`config.mk`:
```
export PLATFORM = sky130hd
export DESIGN_NAME = in_fifo_gen2
export DESIGN_NICKNAME = d
export VERILOG_FILES = /design/src/rtl/in_fifo_gen2.sv
export SDC_FILE = /design/constraint.sdc
export NUM_CORES = 1
export LEC_CHECK = 0
export ABC_AREA = 0
export ABC_CLOCK_PERIOD_IN_PS = 8300
export BUFFER_PORTS_ARGS = -buffer_cell sky130_fd_sc_hd__buf_2
export CELL_PAD_IN_SITES_DETAIL_PLACEMENT = 2
export CELL_PAD_IN_SITES_GLOBAL_PLACEMENT = 2
export CORE_ASPECT_RATIO = 0.8
export CORE_MARGIN = 3
export CORE_UTILIZATION = 48
export DETAILED_ROUTE_END_ITERATION = 10
export PLACE_DENSITY_LB_ADDON = 0.3
export SLEW_MARGIN = 25
export SYNTH_ARGS = -nofsm -noshare
export SYNTH_HDL_FRONTEND = slang
export SYNTH_SLANG_ARGS = --single-unit
export TNS_END_PERCENT = 30
```
`constraint.sdc`:
```
create_clock -name CLK -period 8.3 [get_ports CLK]
set_input_delay 1.66 -clock CLK [delete_from_list [all_inputs] [get_ports CLK]]
set_output_delay 1.66 -clock CLK [all_outputs]
set_load 0.02 [all_outputs]
```
`src/rtl/in_fifo_gen2.sv`:
```
// in_fifo_gen2: single-clock multi-channel input FIFO with optional 4:8 packing.
// Buffers NUM_CH channels of DW bits; PACK=1 joins two beats per entry.
//
// Ports:
//   CLK, RESET      clock, async active-high reset
//   FLUSH           sync clear of pointers, count, held half-beat
//   WREN, D         write beat; channel i at D[i*DW +: DW]
//   RDEN, Q         pop; Q registered, channel i at Q[i*QW +: QW]
//   EMPTY, FULL     COUNT==0, COUNT==DEPTH
//   ALMOSTEMPTY     COUNT<=AE_VAL
//   ALMOSTFULL      COUNT>=DEPTH-AF_VAL
//   PARTIAL         first beat held, waiting for its pair (PACK=1)
//   COUNT           stored entries
//   OVF, UNF        sticky error flags, only with IN_FIFO_GEN2_ERR_EN
//
// Optional feature macro: IN_FIFO_GEN2_ERR_EN (adds OVF/UNF).

module in_fifo_gen2 #(
  parameter  int NUM_CH = 10,
  parameter  int DW     = 4,
  parameter  int DEPTH  = 8,
  parameter  int PACK   = 1,
  parameter  int AE_VAL = 1,
  parameter  int AF_VAL = 1,
  localparam int QW     = (PACK != 0) ? 2*DW : DW,
  localparam int CW     = $clog2(DEPTH+1)
) (
  input  logic                 CLK,
  input  logic                 RESET,
  input  logic                 FLUSH,
  input  logic                 WREN,
  input  logic [NUM_CH*DW-1:0] D,
  input  logic                 RDEN,
  output logic [NUM_CH*QW-1:0] Q,
  output logic                 EMPTY,
  output logic                 FULL,
  output logic                 ALMOSTEMPTY,
  output logic                 ALMOSTFULL,
  output logic                 PARTIAL,
`ifdef IN_FIFO_GEN2_ERR_EN
  output logic                 OVF,
  output logic                 UNF,
`endif
  output logic [CW-1:0]        COUNT
);

  localparam int PW = (DEPTH > 2) ? $clog2(DEPTH) : 1;
  localparam int EW = NUM_CH*QW;
  localparam bit PK = (PACK != 0);

  localparam logic [CW-1:0] CNT_FULL = CW'(DEPTH);
  localparam logic [CW-1:0] CNT_AE   = CW'(AE_VAL);
  localparam logic [CW-1:0] CNT_AF   = CW'(DEPTH-AF_VAL);
  localparam logic [PW-1:0] PTR_LAST = PW'(DEPTH-1);

  logic [PW-1:0] wr_ptr;
  logic [PW-1:0] rd_ptr;
  logic [CW-1:0] cnt;
  logic          part;
  logic          empty_c;
  logic          full_c;
  logic          wr_ok;
  logic          rd_ok;
  logic          push;
  logic [EW-1:0] wentry;
  logic [EW-1:0] mem [DEPTH];

  // Depth need not be a power of two, so wrap
  // on an explicit compare with the last slot.
  function automatic logic [PW-1:0] nxt(
    input logic [PW-1:0] p
  );
    return (p == PTR_LAST) ? '0 : p + 1'b1;
  endfunction

  assign empty_c = (cnt == '0);
  assign full_c  = (cnt == CNT_FULL);

  assign wr_ok = WREN & ~full_c & ~FLUSH;
  assign rd_ok = RDEN & ~empty_c & ~FLUSH;

  // In packed mode only the second beat of a
  // pair creates an entry.
  assign push = wr_ok & (~PK | part);

  if (PK) begin : g_pack
    logic [NUM_CH*DW-1:0] hold;

    always_ff @(posedge CLK or posedge RESET) begin
      if (RESET) begin
        hold <= '0;
        part <= 1'b0;
      end else if (FLUSH) begin
        hold <= '0;
        part <= 1'b0;
      end else if (wr_ok) begin
        if (!part) begin
          hold <= D;
        end
        part <= ~part;
      end
    end

    // First-arrived beat sits in the low half.
    for (genvar c = 0; c < NUM_CH; c++) begin : g_ch
      assign wentry[c*QW +: QW] =
        {D[c*DW +: DW], hold[c*DW +: DW]};
    end
  end else begin : g_flat
    assign part   = 1'b0;
    assign wentry = D;
  end

  always_ff @(posedge CLK) begin
    if (push) begin
      mem[wr_ptr] <= wentry;
    end
  end

  always_ff @(posedge CLK or posedge RESET) begin
    if (RESET) begin
      wr_ptr <= '0;
      rd_ptr <= '0;
      cnt    <= '0;
      Q      <= '0;
    end else if (FLUSH) begin
      wr_ptr <= '0;
      rd_ptr <= '0;
      cnt    <= '0;
    end else begin
      if (push) begin
        wr_ptr <= nxt(wr_ptr);
      end
      if (rd_ok) begin
        rd_ptr <= nxt(rd_ptr);
        Q      <= mem[rd_ptr];
      end
      unique case ({push, rd_ok})
        2'b10:   cnt <= cnt + 1'b1;
        2'b01:   cnt <= cnt - 1'b1;
        default: cnt <= cnt;
      endcase
    end
  end

`ifdef IN_FIFO_GEN2_ERR_EN
  // Sticky: refused requests are remembered
  // until RESET or FLUSH.
  always_ff @(posedge CLK or posedge RESET) begin
    if (RESET) begin
      OVF <= 1'b0;
      UNF <= 1'b0;
    end else if (FLUSH) begin
      OVF <= 1'b0;
      UNF <= 1'b0;
    end else begin
      if (WREN && full_c) begin
        OVF <= 1'b1;
      end
      if (RDEN && empty_c) begin
        UNF <= 1'b1;
      end
    end
  end
`endif

  assign EMPTY       = empty_c;
  assign FULL        = full_c;
  assign ALMOSTEMPTY = (cnt <= CNT_AE);
  assign ALMOSTFULL  = (cnt >= CNT_AF);
  assign PARTIAL     = part;
  assign COUNT       = cnt;

endmodule
```
==> impl_summary.md <==
STA
The share of the clock period used by the worst path is 53.3%. Based on the critical path, the design can be clocked at up to 0.226 GHz. Setup repair after global routing left no endpoint under its margin. The total negative setup slack is 0 ns. Measured against its own limit, the worst slew margin works out to slightly above 30%. On the final layout, the worst clock skew is 0.0209 ns. The number of failing hold endpoints at the final stage is 0. Setup violations remaining at the end of the flow were counted as 0. The time the final worst path needs with I/O delays and setup is around 4.4 ns. The transition at the pin with the smallest max-transition slack is around 1.0 ns. The number of max-slew violations in the final report is 0.

Worst hold path
The classification of the worst-slack hold path is reg -> reg. The hold path startpoint is Q[59]. The worst hold path passes through 2 cells. The endpoint of the worst hold path is Q[59].

Floorplanning
During I/O placement, the number of pins put on the boundary was approximately 130. In this run the horizontal extent of the chip is 280 um. The placement row count is 79. Once the floorplan was initialized, standard cells occupied 49.1% of the core. After floorplanning, the core was sized to cover 58700 um2. In this run the vertical extent of the chip is between 200 and 250 um. The area enclosed by the die boundary is 63000 um2.

Route
The wire length after detailed routing is 76300 um. Across all layers, the routed design uses 14169 vias. The number of optimization iterations in the first detailed-route pass is 5.

The post-detailed-route via-to-cell ratio is between 6 and 7. Once detail routing completed, the nets flagged for antenna violations numbered 0. Summed over all nets, wire length on met2 after detailed routing comes to approximately 40000 um. The starting DRC count in detailed routing is 1269. The post-route met1 wirelength is 31000 um. The top routing layer in use is met5. Wire segments on met3 add up to ~3700 um in the final route. The average routed wire per standard cell is 32.3 um. The residual DRC count is 0.

Pwr
The power density relative to cell area is between 300 and 400 nW/um2. The cell leakage power is about 11 nW. The peak supply drop is 0.220 mV.

Synth
The sequential cell area fraction in the yosys report is 78.1%. The count of cell types in the netlist is 36. The mapped netlist covers roughly 29000 um2. The register bit count reported by yosys is 771. After synthesis, the largest area contributor takes up between 60% and 70% of total cell area.

In this run the mean area of a mapped cell was roughly 21 um2. Synthesis produced 1369 cells. Ranked by total cell area, the synthesized netlist is headed by edfxtp_1 (67%), mux4_2 (13%), dfrtp_1 (11%), mux2i_1 (2.8%), a21oi_1 (1.5%). During synthesis, Yosys emitted a total of 0 warnings.

The cell type with the largest total area after synthesis is edfxtp_1. The number of nets in the synthesized netlist is 1422.

Worst setup path
The type of the worst setup path is in -> reg. STA classifies the critical path endpoint as a flip-flop. Counting cells, the worst reg-to-reg path comes to 8.

The type of origin of the critical path is an input port. In this run the critical register-to-register path is captured at mem[2][36]. Across all register-to-register paths, the minimum setup slack is between 4 and 5 ns.

At the worst endpoint, the required time is 8.53 ns. The worst register-to-register path begins at COUNT[0]. In this run the worst path has a maximum fanout of 54. Data arrives at the worst endpoint at 4.65 ns.

Clock tree
After clock tree synthesis, the clock-pin slew on the worst setup and hold paths is around 0.060 ns. CTS placed an instance of clkbuf_16 at the clock tree root. The number of buffers inserted by post-CTS setup repair is 0.

The longest clock path from root to sink contains 3 buffers. In this run the number of H-tree levels came out at 3. For this design, the CTS-stage hold fixing added 0 buffers. The clock sink count is 771. The source-to-sink clock delay at the later pin of the worst-skew pair is 0.62 ns. The number of CTS-inserted buffers is 76. The post-cts resize count is 0.

The clock tree from TritonCTS is yes.

Global route
Entering global routing, the biggest net connects between 90 and 100 pins. The all-layer global routing usage is about a quarter. The total overflow reported by the global router is 0.

The initial antenna violation count is 7. The number of global-route vias before repair was 15950. The global-route wire length before repair is 113000 um.

Cells and area
The number of filler cells placed in the layout is around 5000. In the final design database the tool counted 1582 nets. Relative to the synthesized area, the layout overhead comes to 14.1%. The count of cells in the finished layout, fillers not included, comes to 2361. Of the cells placed in the final design, the portion with a size suffix greater than 1 is between 20% and 30%. Once layout is complete, the utilization of the core stands at 56.0%.

Placement
The half-perimeter wire length after detailed placement is 40700 um. The count of port buffers added during placement is 133. The routability congestion estimate is 0.728. The total placed cells including tap cells is 2220.

Flow run
Max-cap violations in this run came to 0.

Run status
The flow ran to the end, and the final reports show no timing, DRC or antenna violations.
area by class of cell:
class	count	area, um2	area share (%)
Antenna cell	1	2.50	0.00761
Multi-Input combinational cell	519	6040	18.4
Tap cell	769	962	2.93
Clock buffer	100	2140	6.50
Timing Repair Buffer	154	851	2.59
Clock inverter	40	347	1.05
Inverter	7	31.3	0.0952
Sequential cell	771	22500	68.5
cell usage in the layout (no fill, tap or decap), drive strengths merged, types with 2 or more instances in the layout:
| cell | synthesis | layout |
|---|---|---|
| xnor2 | 2 | 2 |
| nand2 | 14 | 14 |
| inv | 7 | 11 |
| mux2 | 3 | 3 |
| nand3 | 2 | 2 |
| nor2 | 94 | 94 |
| edfxtp | 640 | 640 |
| o21ai | 2 | 2 |
| nor2b | 2 | 2 |
| nand2b | 4 | 4 |
| mux2i | 80 | 80 |
| nor3 | 6 | 6 |
| dfrtp | 131 | 131 |
| a21oi | 87 | 87 |
| bufinv | 0 | 5 |
| ha | 8 | 8 |
| a22o | 40 | 40 |
| or3 | 3 | 3 |
| buf | 44 | 154 |
| mux4 | 160 | 160 |
| a31oi | 2 | 2 |
| clkbuf | 28 | 100 |
| clkinv | 0 | 27 |
| clkinvlp | 0 | 4 |
kinds of logic after synthesis:
family                   Yosys count  share of synthesized area [%]
AND/OR/NAND/NOR                  131                           1.94
buffers and inverters             79                           1.24
XOR/XNOR                           2                         0.0608
multiplexers                     243                           15.4
flip-flops                       771                           78.1
AO/OA/AOI/OAI                    135                           2.91
adder cells (fa/ha/maj)            8                          0.347
routing by layer:
metal | global-route usage [%] | vias to the layer above
li1 | - | 5885
met1 | 33.2 | 7692
met2 | 42.6 | 459
met3 | 4.01 | 129
met4 | 7.21 | 4
met5 | 0 | -
critical path, cell delays in order:
cell and delay (ns):
buf_2 0.25, nor3_1 0.51, nand2b_1 0.39, nor2_4 0.87
buf_4 0.90
synthesized netlist by cell type:
library cell,count
nor4b_1,1
edfxtp_1,640
nand2_1,14
inv_1,6
buf_2,25
dfrtp_1,131
nor3_1,5
xnor2_1,2
nand3b_1,1
a22o_1,40
mux4_2,160
o21ai_0,2
buf_1,11
or3b_1,1
a31oi_1,2
a21oi_1,87
nand3_1,2
nor2_1,94
mux2_1,1
and3_1,1
a211o_1,1
o41ai_1,1
ha_1,8
mux2_2,2
nor3_4,1
nor4_1,1
mux2i_1,80
o22ai_1,1
a21o_1,1
nand4b_1,1
buf_4,8
or3_1,3
clkbuf_1,28
nand2b_1,4
inv_2,1
nor2b_1,2
power breakdown:
group | internal, mW | switching (mW) | total, mW
Combinational | 0.873 | 1.23 | 2.10
Clock | 1.98 | 1.52 | 3.50
Sequential | 4.52 | 0.324 | 4.84
metrics by stage:
stage | setup slack (ns) | power, mW | hold slack [ns] | cell area [um2]
after floorplan | -0.0396 | 6.26 | 0.540 | 28800
after global placement | 3.39 | 6.86 | 0.505 | 30400
after detailed placement | 3.21 | 7.02 | 0.514 | 30400
after CTS | 3.81 | 10.6 | 0.540 | 32900
after global routing | 3.74 | 10.9 | 0.571 | 32900
final | 3.88 | 10.4 | 0.532 | 32900
sequential cells by signal (all words and copies together), names as in the netlist:
signal,flops
mem,640
Q,80
g_pack.hold,40
COUNT,4
rd_ptr,3
wr_ptr,3
PARTIAL,1
worst max-delay path by stage:
stage / start / to / slack [ns] / cells past startpoint
after floorplan: FLUSH / mem[1][0] / -0.04 / 4
after global placement: FLUSH / mem[2][13] / 3.39 / 5
after detailed placement: FLUSH / mem[4][12] / 3.21 / 5
after CTS: FLUSH / mem[4][10] / 3.81 / 5
after global routing: FLUSH / mem[2][33] / 3.74 / 5
final: FLUSH / mem[2][36] / 3.88 / 5
No activity file was read; power rests on OpenSTA's default activity.
